**config.mk**
```make
export PLATFORM = sky130hd
export DESIGN_NAME = pg_mmio_csr_bridge
export DESIGN_NICKNAME = d
export VERILOG_FILES = /design/src/rtl/pg_mmio_csr_bridge.sv
export SDC_FILE = /design/constraint.sdc
export NUM_CORES = 1
export LEC_CHECK = 0
export CORE_AREA = 2 2 155 157
export DETAILED_ROUTE_END_ITERATION = 10
export DIE_AREA = 0 0 157 159
export HOLD_SLACK_MARGIN = 0.05
export MAX_ROUTING_LAYER = met4
export PLACE_DENSITY = 0.7
export SLEW_MARGIN = 20
export SYNTH_ARGS = -nofsm -noshare
export SYNTH_HDL_FRONTEND = slang
export SYNTH_SLANG_ARGS = --single-unit
```
**constraint.sdc**
```tcl
create_clock -name clk -period 4.02 [get_ports clk]
set_clock_uncertainty 0.2 [all_clocks]
set_input_delay 0.804 -clock clk [delete_from_list [all_inputs] [get_ports clk]]
set_output_delay 0.804 -clock clk [all_outputs]
set_load 0.005 [all_outputs]
```
**src/rtl/pg_mmio_csr_bridge.sv**
```systemverilog
// AXI4 MMIO (single-beat) to CSR request/acknowledge bridge, one transaction in flight.
// Optional error logging (err_cnt_o/err_addr_o) is enabled by defining PG_MMIO_CSR_ERR_LOG_EN.
module pg_mmio_csr_bridge #(
  parameter int ADDR_W      = 18,
  parameter int DATA_W      = 64,
  parameter int ID_W        = 9,
  parameter int TIMEOUT_CYC = 256
) (
  input  logic                clk,
  input  logic                rst_n,
  input  logic                awvalid_i,
  output logic                awready_o,
  input  logic [ID_W-1:0]     awid_i,
  input  logic [ADDR_W-1:0]   awaddr_i,
  input  logic [7:0]          awlen_i,
  input  logic [2:0]          awsize_i,
  input  logic                wvalid_i,
  output logic                wready_o,
  input  logic [DATA_W-1:0]   wdata_i,
  input  logic [DATA_W/8-1:0] wstrb_i,
  input  logic                wlast_i,
  output logic                bvalid_o,
  input  logic                bready_i,
  output logic [ID_W-1:0]     bid_o,
  output logic [1:0]          bresp_o,
  input  logic                arvalid_i,
  output logic                arready_o,
  input  logic [ID_W-1:0]     arid_i,
  input  logic [ADDR_W-1:0]   araddr_i,
  input  logic [7:0]          arlen_i,
  input  logic [2:0]          arsize_i,
  output logic                rvalid_o,
  input  logic                rready_i,
  output logic [ID_W-1:0]     rid_o,
  output logic [DATA_W-1:0]   rdata_o,
  output logic [1:0]          rresp_o,
  output logic                rlast_o,
  output logic                csr_wr_o,
  output logic                csr_rd_o,
  output logic [ADDR_W-1:0]   csr_addr_o,
  output logic [DATA_W-1:0]   csr_wdata_o,
  output logic [DATA_W/8-1:0] csr_wstrb_o,
  input  logic                csr_ack_i,
  input  logic [DATA_W-1:0]   csr_rdata_i
`ifdef PG_MMIO_CSR_ERR_LOG_EN
  ,
  output logic [15:0]         err_cnt_o,
  output logic [ADDR_W-1:0]   err_addr_o
`endif
);

  localparam int         STRB_W      = DATA_W / 8;
  localparam int         CNT_W       = $clog2(TIMEOUT_CYC);
  localparam logic [1:0] RESP_OKAY   = 2'b00;
  localparam logic [1:0] RESP_SLVERR = 2'b10;

  typedef enum logic [2:0] {
    IDLE, WR_DATA, WR_REQ, RD_REQ, WR_RSP, RD_RSP, WR_DRAIN
  } state_e;

  state_e              state_q, state_d;
  logic [ID_W-1:0]     id_q, id_d;
  logic [ADDR_W-1:0]   addr_q, addr_d;
  logic [DATA_W-1:0]   wdata_q, wdata_d;
  logic [STRB_W-1:0]   wstrb_q, wstrb_d;
  logic [DATA_W-1:0]   rdata_q, rdata_d;
  logic [1:0]          resp_q, resp_d;
  logic [CNT_W-1:0]    tmo_q, tmo_d;
  logic                wr_pri_q, wr_pri_d;

  logic                grant_aw, grant_ar, tmo_hit;
  logic                err_evt;
  logic [ADDR_W-1:0]   err_evt_addr;

  // Round-robin only matters under contention; wr_pri_q names the favoured side.
  assign grant_aw = awvalid_i && (!arvalid_i || wr_pri_q);
  assign grant_ar = arvalid_i && !grant_aw;
  assign tmo_hit  = (tmo_q == CNT_W'(TIMEOUT_CYC - 1));

  always_comb begin
    // NOTE: every variable gets its hold value first so no path can infer a latch.
    state_d      = state_q;
    id_d         = id_q;
    addr_d       = addr_q;
    wdata_d      = wdata_q;
    wstrb_d      = wstrb_q;
    rdata_d      = rdata_q;
    resp_d       = resp_q;
    tmo_d        = tmo_q;
    wr_pri_d     = wr_pri_q;
    err_evt      = 1'b0;
    err_evt_addr = addr_q;

    unique case (state_q)
      IDLE: begin
        tmo_d = '0;
        if (grant_aw) begin
          id_d     = awid_i;
          addr_d   = awaddr_i;
          wr_pri_d = 1'b0;
          state_d  = (awlen_i == 8'd0) ? WR_DATA : WR_DRAIN;
        end else if (grant_ar) begin
          id_d     = arid_i;
          addr_d   = araddr_i;
          rdata_d  = '0;
          wr_pri_d = 1'b1;
          if (arlen_i == 8'd0) begin
            state_d = RD_REQ;
          end else begin
            resp_d       = RESP_SLVERR;
            err_evt      = 1'b1;
            err_evt_addr = araddr_i;
            state_d      = RD_RSP;
          end
        end
      end
      WR_DATA: begin
        if (wvalid_i) begin
          wdata_d = wdata_i;
          wstrb_d = wstrb_i;
          state_d = WR_REQ;
        end
      end
      WR_DRAIN: begin
        if (wvalid_i && wlast_i) begin
          resp_d  = RESP_SLVERR;
          err_evt = 1'b1;
          state_d = WR_RSP;
        end
      end
      WR_REQ, RD_REQ: begin
        // An ack landing on the timeout cycle still completes the access normally.
        if (csr_ack_i) begin
          resp_d = RESP_OKAY;
          if (state_q == RD_REQ) begin
            rdata_d = csr_rdata_i;
            state_d = RD_RSP;
          end else begin
            state_d = WR_RSP;
          end
        end else if (tmo_hit) begin
          resp_d  = RESP_SLVERR;
          rdata_d = '0;
          err_evt = 1'b1;
          state_d = (state_q == RD_REQ) ? RD_RSP : WR_RSP;
        end else begin
          tmo_d = tmo_q + CNT_W'(1);
        end
      end
      WR_RSP:  if (bready_i) state_d = IDLE;
      RD_RSP:  if (rready_i) state_d = IDLE;
      default: state_d = IDLE;
    endcase
  end

  // NOTE: sequential state uses non-blocking assignments so all registers update together.
  always_ff @(posedge clk or negedge rst_n) begin
    if (!rst_n) begin
      state_q  <= IDLE;
      id_q     <= '0;
      addr_q   <= '0;
      wdata_q  <= '0;
      wstrb_q  <= '0;
      rdata_q  <= '0;
      resp_q   <= RESP_OKAY;
      tmo_q    <= '0;
      wr_pri_q <= 1'b1;
    end else begin
      state_q  <= state_d;
      id_q     <= id_d;
      addr_q   <= addr_d;
      wdata_q  <= wdata_d;
      wstrb_q  <= wstrb_d;
      rdata_q  <= rdata_d;
      resp_q   <= resp_d;
      tmo_q    <= tmo_d;
      wr_pri_q <= wr_pri_d;
    end
  end

  assign awready_o   = (state_q == IDLE) && grant_aw;
  assign arready_o   = (state_q == IDLE) && grant_ar;
  assign wready_o    = (state_q == WR_DATA) || (state_q == WR_DRAIN);
  assign bvalid_o    = (state_q == WR_RSP);
  assign bid_o       = id_q;
  assign bresp_o     = resp_q;
  assign rvalid_o    = (state_q == RD_RSP);
  assign rid_o       = id_q;
  assign rdata_o     = rdata_q;
  assign rresp_o     = resp_q;
  assign rlast_o     = (state_q == RD_RSP);
  assign csr_wr_o    = (state_q == WR_REQ);
  assign csr_rd_o    = (state_q == RD_REQ);
  assign csr_addr_o  = addr_q;
  assign csr_wdata_o = wdata_q;
  assign csr_wstrb_o = wstrb_q;

`ifdef PG_MMIO_CSR_ERR_LOG_EN
  logic [15:0]       err_cnt_q;
  logic [ADDR_W-1:0] err_addr_q;

  always_ff @(posedge clk or negedge rst_n) begin
    if (!rst_n) begin
      err_cnt_q  <= '0;
      err_addr_q <= '0;
    end else if (err_evt) begin
      if (err_cnt_q != 16'hFFFF) err_cnt_q <= err_cnt_q + 16'd1;
      err_addr_q <= err_evt_addr;
    end
  end

  assign err_cnt_o  = err_cnt_q;
  assign err_addr_o = err_addr_q;
`else
  logic unused_err_log;
  assign unused_err_log = ^{err_evt, err_evt_addr};
`endif

  // Beat size is irrelevant: every access is a full DATA_W word.
  logic unused_size;
  assign unused_size = ^{awsize_i, arsize_i};

endmodule

```
==> impl_metrics.env <==
export IMPL_track_usage=0.198
export IMPL_final_common_cell="clkdlybuf4s50_1"
export IMPL_synth_seq_cells=176
export IMPL_hold_violations=0
export IMPL_slew_headroom=0.536
export IMPL_htree_levels=4
export IMPL_routedWlPerCell_um=17.5
export IMPL_synth_main_ff_cell="dfrtp_1"
export IMPL_pwr_density_cell_nw_per_um2=663
export IMPL_ios=405
export IMPL_cts_made_buffers=17
export IMPL_cp_required_ns=3.02
export IMPL_crit_type="primary input to primary output"
export IMPL_grt_overflow_total=0
export IMPL_core_um2=23200
export IMPL_fp_dieArea_um2=25000
export IMPL_worstPathArrival_ns=2.58
export IMPL_cts_tree="yes"
export IMPL_synth_area_leaders="dfrtp_1, mux2i_1, mux2_2, nand2_1, inv_1"
export IMPL_slowest_delay_ns=0.64
export IMPL_die_w_um=157
export IMPL_cts_sinks=176
export IMPL_hpwl_um=18500
export IMPL_leakage_nw=5.18
export IMPL_route_detailed_drc=0
export IMPL_dr_pass1_iters=4
export IMPL_clock_latency_ns=0.42
export IMPL_dp_cells=1344
export IMPL_path_cells="clkdlybuf4s50_1 > nand2b_1 > a21oi_1 > and2_1 > clkdlybuf4s50_1"
export IMPL_die_h_um=159
export IMPL_grt_max_degree=74
export IMPL_grt_pass1_wl_um=36300
export IMPL_clk_pin_slew_ns=0.07
export IMPL_drt_wl_total_um=24100
export IMPL_synth_cells=662
export IMPL_ctsLongestPathBuffers=2
export IMPL_antenna_found_initial=2
export IMPL_yosysSeqAreaShare=0.563
export IMPL_antenna_left=0
export IMPL_first_iter_violations=333
export IMPL_fmax_mhz=279
export IMPL_cts_resized=0
export IMPL_root_buffer="clkbuf_16"
export IMPL_mostFrequentLayoutCells="clkdlybuf4s50_1, dfrtp_1, nand2_1"
export IMPL_crit_top_cell="clkdlybuf4s50_1"
export IMPL_cp_start_kind="primary input"
export IMPL_async_flop_share=1.00
export IMPL_initial_core_util=0.338
export IMPL_rsz0062_at_grt="no"
export IMPL_vias_per_cell=4.47
export IMPL_grt_pass1_vias=6387
export IMPL_nets=1266
export IMPL_cts_hold_buf=0
export IMPL_setup_violations=0
export IMPL_min_period_over_period=0.892
export IMPL_avgSynthCellArea_um2=11.8
export IMPL_ys_warn_count=0
export IMPL_port_buffers=396
export IMPL_worst_slew_pin_slew_ns=0.694
export IMPL_drv_slew=0
export IMPL_slowest_stage="clkdlybuf4s50_1"
export IMPL_ys_types=44
export IMPL_globalplace_congestion=0.822
export IMPL_hold_path_class="primary input to async pin"
export IMPL_tns_ns=0
export IMPL_peakVddDrop_v=0.000339
export IMPL_status="finished clean"
export IMPL_yosysTopAreaCellShare=0.559
export IMPL_netlist_area_um2=7830
export IMPL_cap_violations=0
export IMPL_synth_top_area_cell="dfrtp_1"
export IMPL_synthToLayoutAreaGrowth_pct=60.4
export IMPL_min_period_ns=3.59
export IMPL_drive_above_1_share=0.111
export IMPL_stdcell_count=1378
export IMPL_synth_edff_count=0
export IMPL_core_rowCount=56
export IMPL_end_kind="primary output"
export IMPL_cp_max_fo=7
export IMPL_postCtsSetupBuffers=0
export IMPL_vias=6155
## cells by family (layout without fill, tap and decap cells)
| logic type | Yosys count | in the layout | synth area share |
|---|---|---|---|
| AOI/OAI and AO/OA | 62 | 62 | 0.0481 |
| adders and majority gates | 1 | 1 | 0.00160 |
| buffers and inverters | 118 | 512 | 0.0823 |
| DFF | 176 | 176 | 0.563 |
| muxes | 164 | 164 | 0.221 |
| other | 1 | 4 | 0.000479 |
| and+or+nand+nor | 140 | 140 | 0.0836 |
## cells in the mapped netlist, types with 2 or more instances
library cell    n
mux2i_1        92
a21oi_1         6
clkbuf_1        7
a221oi_1        2
nand3_1         7
nand2b_1        3
inv_1          71
or3_1           2
and2_1          6
nor2_1          5
o211ai_1        3
or4_1           2
o21ai_1         5
dfrtp_1       175
mux2_2         60
o31ai_1         5
buf_12          7
mux2_1         12
o21ai_0        32
nand2_1       101
buf_4          16
nor4_1          5
buf_2          16
nor2b_1         2
## layer usage
metal / global-route usage / routed length (um) / vias up / share of wire
met2: 0.329 / 11800 / 278 / 0.49
met5: - / 0 / - / 0
met3: 0.0746 / 2350 / 26 / 0.098
met4: 0.0621 / 409 / 0 / 0.017
met1: 0.219 / 9470 / 2894 / 0.39
li1: - / - / 2957 / -
## flip-flops by register name (all words and copies together) (netlist names)
signal,cells
wr_pri_q,1
csr_wdata_o,64
bid_o,9
csr_addr_o,18
csr_wstrb_o,8
bresp_o,1
rdata_o,64
tmo_q,8
state_q,3
## final timing paths
check | depth (start not counted) | endpoint | start | slack (ns)
max | 5 | arready_o | arvalid_i | 0.43
min | 1 | rdata_o[59] | rst_n | 0.19
max reg2reg | 6 | rdata_o[16] | tmo_q[0] | 1.64
min reg2reg | 2 | csr_addr_o[5] | csr_addr_o[5] | 0.28
max in group asynchronous | 2 | rdata_o[43] | rst_n | 2.58
min in group clk | 2 | csr_addr_o[5] | csr_addr_o[5] | 0.28
## power breakdown
group	internal (W)	switching [W]	leakage [nW]
clock	0.000830	0.000792	0.274
combinational	0.00229	0.00144	2.66
sequential	0.00253	0.000443	2.25
total	0.00565	0.00268	5.18
## worst max-delay path, delay by kind of cell
kind / cells / cell delay, ns
AOI/OAI and AO/OA: 1 / 0.25
buffers and inverters: 2 / 1.23
and+or+nand+nor: 2 / 0.30
## through the flow
step	utilization	hold slack [ns]	cell area, um2	power, W	worst slack (ns)
2_1_floorplan	-	0.273	7830	0.00466	1.71
3_3_place_gp	0.516	0.262	12000	0.00671	0.455
3_5_place_dp	0.516	0.269	12000	0.00678	0.423
4_1_cts	0.541	0.196	12600	0.00845	0.406
5_1_grt	0.542	0.209	12600	0.00887	0.288
6_report	0.542	0.188	12600	0.00833	0.432
## area by class of cell
type,instances,area [um2]
clock inverters,14,149
flip-flops and latches,176,4410
inverters,71,267
diodes,2,5.00
well taps,319,399
multi-input cells,369,2800
repair buffers,409,4100
fillers,2057,10600
clock buffers,18,429
(Power assumes the default switching activity.)
